**config.mk**
```make
export PLATFORM = sky130hd
export DESIGN_NAME = if_prefetch_queue
export DESIGN_NICKNAME = d
export VERILOG_FILES = /design/src/rtl/if_prefetch_queue.sv
export SDC_FILE = /design/constraint.sdc
export NUM_CORES = 1
export LEC_CHECK = 0
export ABC_CLOCK_PERIOD_IN_PS = 5100
export CAP_MARGIN = 20
export CELL_PAD_IN_SITES_DETAIL_PLACEMENT = 1
export CELL_PAD_IN_SITES_GLOBAL_PLACEMENT = 2
export CORE_AREA = 2 2 369 371
export DETAILED_ROUTE_END_ITERATION = 8
export DIE_AREA = 0 0 371 373
export PLACE_DENSITY = 0.56
export SLEW_MARGIN = 20
export SYNTH_ARGS = -nofsm -noshare
export SYNTH_HDL_FRONTEND = slang
export SYNTH_SLANG_ARGS = --single-unit
```
**constraint.sdc**
```tcl
create_clock -name clk -period 5.1 [get_ports clk]
set_input_delay 1.275 -clock clk [delete_from_list [all_inputs] [get_ports clk]]
set_output_delay 1.275 -clock clk [all_outputs]
set_load 0.01 [all_outputs]
```
**src/rtl/if_prefetch_queue.sv**
```systemverilog
// ============================================================================
// if_prefetch_queue
// ----------------------------------------------------------------------------
// Instruction prefetch unit feeding the IF/ID pipeline register.
//
// It owns the fetch PC and issues in-order 32-bit fetches to instruction
// memory. Returned words are buffered with their PCs in a DEPTH-entry FIFO.
// A branch redirect empties the FIFO. Responses that are still in flight at
// the time of the redirect are counted in 'discard' and dropped in the FLUSH
// state.
//
// Parameters
//   DEPTH     FIFO entries (power of 2, >= 2). Also caps the sum of queued
//             entries and outstanding requests.
//   RESET_PC  fetch PC loaded at reset.
//
// Ports
//   clk             clock, all state updates on the rising edge
//   reset           asynchronous, active-low reset
//   imem_req_valid  fetch request valid
//   imem_req_ready  instruction memory accepts the request
//   imem_req_addr   fetch address (4-byte aligned)
//   imem_rsp_valid  in-order response valid, no backpressure
//   imem_rsp_data   instruction word
//   redirect        branch taken, has priority over everything else
//   redirect_pc     branch target
//   stall           IF/ID does not consume this cycle
//   instr_valid     queue head valid
//   instr           head instruction (holds its last value when empty)
//   instr_pc        head instruction PC (holds its last value when empty)
//   occupancy       current FIFO entries
//
// Optional feature: define IFQ_PERF_EN to add 32-bit saturating counters
//   perf_stall_cycles, perf_empty_cycles and perf_redirects.
// ============================================================================
module if_prefetch_queue #(
    parameter int          DEPTH    = 4,
    parameter logic [63:0] RESET_PC = 64'h0
) (
    input  logic                     clk,
    input  logic                     reset,
    output logic                     imem_req_valid,
    input  logic                     imem_req_ready,
    output logic [63:0]              imem_req_addr,
    input  logic                     imem_rsp_valid,
    input  logic [31:0]              imem_rsp_data,
    input  logic                     redirect,
    input  logic [63:0]              redirect_pc,
    input  logic                     stall,
    output logic                     instr_valid,
    output logic [31:0]              instr,
    output logic [63:0]              instr_pc,
    output logic [$clog2(DEPTH):0]   occupancy
`ifdef IFQ_PERF_EN
    ,
    output logic [31:0]              perf_stall_cycles,
    output logic [31:0]              perf_empty_cycles,
    output logic [31:0]              perf_redirects
`endif
);

    localparam int AW = $clog2(DEPTH);
    localparam int CW = AW + 1;
    localparam logic [CW:0]   DEPTH_SUM = (CW+1)'(DEPTH);
    localparam logic [CW-1:0] DEPTH_CNT = CW'(DEPTH);

    typedef enum logic [1:0] {
        IDLE  = 2'd0,
        FETCH = 2'd1,
        FLUSH = 2'd2
    } state_t;

    state_t          state_reg, state_next;
    logic [63:0]     fetch_pc_reg, fetch_pc_next;
    logic [CW-1:0]   count_reg, count_next;
    logic [CW-1:0]   outstanding_reg, outstanding_next;
    logic [CW-1:0]   discard_reg, discard_next;
    logic [AW-1:0]   rd_ptr_reg, rd_ptr_next;
    logic [AW-1:0]   wr_ptr_reg, wr_ptr_next;
    logic [AW-1:0]   tag_rd_reg, tag_rd_next;
    logic [AW-1:0]   tag_wr_reg, tag_wr_next;
    logic [31:0]     head_data_reg, head_data_next;
    logic [63:0]     head_pc_reg, head_pc_next;
    logic            ovf_reg, ovf_next;

    // Storage: instruction/PC queue and the PC tags of in-flight requests.
    logic [31:0]     data_mem [DEPTH];
    logic [63:0]     pc_mem   [DEPTH];
    logic [63:0]     tag_mem  [DEPTH];

    logic            issue;
    logic            fire;
    logic            rsp_acc;
    logic            rsp_drop;
    logic            pop;
    logic            push;
    logic            push_ok;
    logic            ovf_set;
    logic            full;
    logic [CW:0]     inflight_sum;
    logic [CW-1:0]   outstanding_after;
    logic [CW-1:0]   discard_after;
    logic [63:0]     rsp_tag;

    // ------------------------------------------------------------------
    // Handshake and queue control
    // ------------------------------------------------------------------
    assign inflight_sum = {1'b0, count_reg} + {1'b0, outstanding_reg};
    assign full         = (count_reg == DEPTH_CNT);

    // Issue is capped so every outstanding request has a queue slot waiting.
    assign issue    = (state_reg == FETCH) && !redirect && (inflight_sum < DEPTH_SUM);
    assign fire     = issue && imem_req_ready;

    // Responses only count while something is actually outstanding; words
    // left over from before a reset are ignored.
    assign rsp_acc  = imem_rsp_valid && (state_reg == FETCH) && (outstanding_reg != '0);
    assign rsp_drop = imem_rsp_valid && (state_reg == FLUSH) && (discard_reg != '0);

    assign pop      = instr_valid && !stall && !redirect;
    assign push     = rsp_acc && !redirect;
    assign push_ok  = push && (!full || pop);
    assign ovf_set  = push && full && !pop;

    assign rsp_tag  = tag_mem[tag_rd_reg];

    // Bookkeeping after this cycle's issue and response are accounted for.
    assign outstanding_after = outstanding_reg + CW'(fire) - CW'(rsp_acc);
    assign discard_after     = discard_reg - CW'(rsp_drop);

    assign imem_req_valid = issue;
    assign imem_req_addr  = fetch_pc_reg;
    assign instr_valid    = (count_reg != '0);
    assign instr          = head_data_reg;
    assign instr_pc       = head_pc_reg;
    assign occupancy      = count_reg;

    // ------------------------------------------------------------------
    // Next-state logic
    // ------------------------------------------------------------------
    always_comb begin
        state_next       = state_reg;
        fetch_pc_next    = fetch_pc_reg;
        count_next       = count_reg;
        outstanding_next = outstanding_reg;
        discard_next     = discard_reg;
        rd_ptr_next      = rd_ptr_reg;
        wr_ptr_next      = wr_ptr_reg;
        tag_rd_next      = tag_rd_reg;
        tag_wr_next      = tag_wr_reg;
        ovf_next         = ovf_reg;

        case (state_reg)
            IDLE:    state_next = FETCH;
            FETCH:   if (redirect && (outstanding_after != '0)) state_next = FLUSH;
            FLUSH:   if (discard_after == '0) state_next = FETCH;
            default: state_next = IDLE;
        endcase

        if (redirect) begin
            // Everything still in flight becomes garbage. No request is
            // issued this cycle, so nothing new joins the discard count.
            fetch_pc_next    = redirect_pc;
            count_next       = '0;
            rd_ptr_next      = '0;
            wr_ptr_next      = '0;
            tag_rd_next      = '0;
            tag_wr_next      = '0;
            outstanding_next = '0;
            discard_next     = (state_reg == FLUSH) ? discard_after : outstanding_after;
        end else begin
            if (fire) begin
                fetch_pc_next = fetch_pc_reg + 64'd4;
                tag_wr_next   = tag_wr_reg + AW'(1);
            end
            if (rsp_acc) begin
                tag_rd_next = tag_rd_reg + AW'(1);
            end
            outstanding_next = outstanding_after;
            if (state_reg == FLUSH) begin
                discard_next = discard_after;
            end
            if (push_ok) begin
                wr_ptr_next = wr_ptr_reg + AW'(1);
            end
            if (pop) begin
                rd_ptr_next = rd_ptr_reg + AW'(1);
            end
            count_next = count_reg + CW'(push_ok) - CW'(pop);
            if (ovf_set) begin
                ovf_next = 1'b1;
            end
        end
    end

    // Registered head: preload the entry that will be at the head next
    // cycle. When that entry is the one being written right now, bypass
    // the incoming response. With an empty result the head holds.
    always_comb begin
        head_data_next = head_data_reg;
        head_pc_next   = head_pc_reg;
        if (!redirect && (count_next != '0)) begin
            if (push_ok && (rd_ptr_next == wr_ptr_reg)) begin
                head_data_next = imem_rsp_data;
                head_pc_next   = rsp_tag;
            end else begin
                head_data_next = data_mem[rd_ptr_next];
                head_pc_next   = pc_mem[rd_ptr_next];
            end
        end
    end

    // ------------------------------------------------------------------
    // State registers
    // ------------------------------------------------------------------
    always_ff @(posedge clk or negedge reset) begin
        if (!reset) begin
            state_reg       <= IDLE;
            fetch_pc_reg    <= RESET_PC;
            count_reg       <= '0;
            outstanding_reg <= '0;
            discard_reg     <= '0;
            rd_ptr_reg      <= '0;
            wr_ptr_reg      <= '0;
            tag_rd_reg      <= '0;
            tag_wr_reg      <= '0;
            head_data_reg   <= '0;
            head_pc_reg     <= '0;
            ovf_reg         <= 1'b0;
        end else begin
            state_reg       <= state_next;
            fetch_pc_reg    <= fetch_pc_next;
            count_reg       <= count_next;
            outstanding_reg <= outstanding_next;
            discard_reg     <= discard_next;
            rd_ptr_reg      <= rd_ptr_next;
            wr_ptr_reg      <= wr_ptr_next;
            tag_rd_reg      <= tag_rd_next;
            tag_wr_reg      <= tag_wr_next;
            head_data_reg   <= head_data_next;
            head_pc_reg     <= head_pc_next;
            ovf_reg         <= ovf_next;
        end
    end

    // Storage arrays carry no reset; the pointers and counters define
    // which entries are meaningful.
    always_ff @(posedge clk) begin
        if (fire) begin
            tag_mem[tag_wr_reg] <= fetch_pc_reg;
        end
        if (push_ok) begin
            data_mem[wr_ptr_reg] <= imem_rsp_data;
            pc_mem[wr_ptr_reg]   <= rsp_tag;
        end
    end

`ifdef IFQ_PERF_EN
    // ------------------------------------------------------------------
    // Saturating performance counters
    // ------------------------------------------------------------------
    logic [31:0] perf_stall_reg, perf_empty_reg, perf_redir_reg;

    always_ff @(posedge clk or negedge reset) begin
        if (!reset) begin
            perf_stall_reg <= '0;
            perf_empty_reg <= '0;
            perf_redir_reg <= '0;
        end else begin
            if (instr_valid && stall && (perf_stall_reg != '1)) begin
                perf_stall_reg <= perf_stall_reg + 32'd1;
            end
            if (!instr_valid && (state_reg == FETCH) && (perf_empty_reg != '1)) begin
                perf_empty_reg <= perf_empty_reg + 32'd1;
            end
            if (redirect && (perf_redir_reg != '1)) begin
                perf_redir_reg <= perf_redir_reg + 32'd1;
            end
        end
    end

    assign perf_stall_cycles = perf_stall_reg;
    assign perf_empty_cycles = perf_empty_reg;
    assign perf_redirects    = perf_redir_reg;
`endif

endmodule

```
==> flow_summary.yaml <==
critical_path:
  r2r-end: "state_reg[0]$_DFFE_PN0P_"
  start_kind: "primary input"
  cp_max_fo: 24
  r2r_slack_ns: 1.49
  endpoint_kind: "flop"
  critical_path.cell_chain: "clkdlybuf4s50_1 -> and3b_1 -> and2_0 -> and3_1 -> inv_1 -> ha_1 -> inv_1 -> ha_1 -> inv_1 -> fa_1 -> xnor2_1 -> nor2_1 -> nor3_4 -> buf_12 -> buf_12 -> a21oi_1 -> a21oi_1"
  required_ns: 5.69
  slowest_stage: "clkdlybuf4s50_1"
  cpPeakStageDelay_ns: 0.57
  arrival_ns: 4.80
  crit_type: "in -> reg"
  r2r_cells: 15
  crit_top_cell: "inv_1"
  rr_startpoint: "occupancy[2]$_DFF_PN0_"
die:
  die_x_um: 371
  io_pins: 267
  die_y_um: 373
  core_um2: 135000
  die_area_um2: 138000
  initial_core_util_pct: 24.8
  num_rows: 135
power_and_ir_drop:
  power_uw: 22100
  power_density_nw_per_um2: 529
  ir_worst_vdd_mv: 0.369
  p_leak_uw: 0.0141
synth:
  ys_warn_count: 0
  muxShareOfSynthArea_pct: 7.50
  syn_inst: 2180
  syn_area_um2: 33300
  ys_seq_area_share_pct: 71.1
  synth_area_leader_cell: "edfxtp_1"
  synth_compound_area_share_pct: 11.0
  synth_common_cells: "640 x edfxtp_1, 208 x a21oi_1, 179 x dfrtp_1"
  ys_ff_latch: 819
  synth-edff-count: 640
  yosys.area_share.simple_pct: 7.28
  synth-main-ff-cell: "edfxtp_1"
  synth.distinct_cells: 69
  synth_nets: 2301
  synth_top_family_by_area: "compound AO/OA/AOI/OAI gates"
  ys_async_sr_fraction_pct: 21.9
  synthAdderAreaFrac_pct: 0.758
  synth_area_leaders: "edfxtp_1 58%, dfrtp_1 13%, mux4_2 4.3%"
  yosysTopAreaCellShare_pct: 57.7
  synth_xor_area_share_pct: 0.289
  yosysMostFrequentCell: "edfxtp_1"
  syn_avg_cell_area_um2: 15.3
grt:
  grt_max_degree: 97
  antenna_found_initial: 1
  overflow: 0
  grt.total_usage_pct: 15.4
  grt_pass1_wl_um: 158000
  grt_pass1_vias: 22800
clocking:
  clock_latency_ns: 0.69
  clkTransAtPathRegs_ns: 0.06
  root_buffer: "clkbuf_16"
  cts_hold_buffers: 0
  post_cts_buffers: 0
  cts_sinks: 819
  cts_max_level: 3
  cts_buffer_depth: 3
  tritoncts: "yes"
  cts_resized: 0
  numCtsBuffers: 93
min_path:
  hold_path_depth: 2
  holdPathEnd: "instr_pc[18]$_DFFE_PN0P_"
  holdCritStartpoint: "instr_pc[18]$_DFFE_PN0P_"
  hp-class: "reg -> reg"
timing:
  period_needed_ns: 4.22
  tightest_slew_ns: 1.00
  finalClockSkew_ns: 0.0289
  rsz0062_at_grt: "false"
  hold_viol_final: 0
  period_share_pct: 82.7
  fmax_ghz: 0.237
  slew_headroom_pct: 32.5
  setup-tns-final_ns: 0
  slew_violations: 0
  finalSetupViolCount: 0
final_layout:
  nets: 2589
  area_delta_synth_final_pct: 25.1
  reg.largest.list: "pc_mem (256), tag_mem (256), data_mem (128)"
  layout-drive-gt1-share_pct: 12.5
placed_design:
  place.gp.congestion: 0.753
  hpwlAfterDp_um: 66700
  portBuffers: 266
route:
  viasPerCell: 4.81
  wl_per_cell_um: 24.8
  finalWirelength_um: 107000
  first_pass_iters: 5
  vias: 20800
  drt_iter0_markers: 1221
  ant_nets: 0
  drcViolationCount: 0
status:
  status: "finished, final reports clean"
job:
  drv_cap: 0
-- logic make-up after synthesis --
family | after synthesis
DFF | 819
AOI/OAI and AO/OA | 529
and+or+nand+nor | 462
buffers and inverters | 171
muxes | 169
adders and majority gates | 19
xor gates and xnor gates | 11
-- layer usage --
metal	share of wire (%)	up-vias	GRT usage [%]
met5	0	-	0
met4	2.5	0	5.00
met3	4.7	139	3.08
met2	48	424	25.1
met1	45	11100	20.3
li1	-	9172	-
-- worst max-delay path, delay by kind of cell --
family	cells	cell delay, ns
adder cells (fa/ha/maj)	3	0.81
AND/OR/NAND/NOR	5	0.93
AO/OA/AOI/OAI	2	0.25
XOR/XNOR	1	0.25
buffers and inverters	6	1.25
-- worst max path at each step --
stage	startpoint	endpoint	slack, ns	depth (start not counted)
2_1_floorplan	redirect	instr[31]$_DFFE_PN0P_	0.06	18
3_3_place_gp	imem_rsp_valid	instr_pc[11]$_DFFE_PN0P_	0.27	17
3_5_place_dp	imem_rsp_valid	instr_pc[38]$_DFFE_PN0P_	0.20	17
4_1_cts	imem_rsp_valid	instr_pc[46]$_DFFE_PN0P_	0.96	17
5_1_grt	imem_rsp_valid	instr[0]$_DFFE_PN0P_	0.68	17
6_report	imem_rsp_valid	instr_pc[46]$_DFFE_PN0P_	0.88	17
-- where the power goes --
group	switching, uW	total (uW)	internal, uW
Sequential	775	9100	8320
Combinational	3690	6450	2760
Clock	2770	6520	3750
Total	7230	22100	14800
-- cells in the final DEF (no fill, tap or decap), types with 6 or more instances in the layout --
cell type	n
a211o_1	96
a21oi_1	207
a221o_1	11
a221oi_1	95
a31oi_1	8
and3_1	18
buf_12	32
buf_4	41
clkbuf_1	17
clkbuf_16	96
clkdlybuf4s50_1	264
clkinv_1	16
clkinv_2	21
dfrtp_1	177
edfxtp_1	640
ha_1	17
inv_1	22
mux2i_1	102
mux4_2	64
nand2_1	91
nand3_1	31
nand4_1	20
nor2_1	123
nor2b_1	100
nor3_1	10
nor4_1	10
o211ai_1	16
o21ai_0	38
o311ai_0	23
or3_1	9
xnor2_1	6
-- layout make-up --
cell class,instances,area (um2)
diodes,1,2.50
flip-flops and latches,819,23700
fillers,14000,92900
inverters,24,95.1
clock buffers,117,2520
repair buffers,340,3640
multi-input cells,1190,9060
clock inverters,55,433
well taps,1781,2230
-- per-stage QoR --
stage	hold WS [ns]	instances	worst slack (ns)	util, %	cell area (um2)
2_1_floorplan	0.525	2180	0.0600	-	33300
3_3_place_gp	0.488	4153	0.268	28.7	38700
3_5_place_dp	0.508	4154	0.204	28.8	38700
4_1_cts	0.521	4326	0.956	31.0	41700
5_1_grt	0.564	4326	0.682	31.0	41700
6_report	0.512	4327	0.882	31.0	41700
Power figures use the tool's default switching activity.
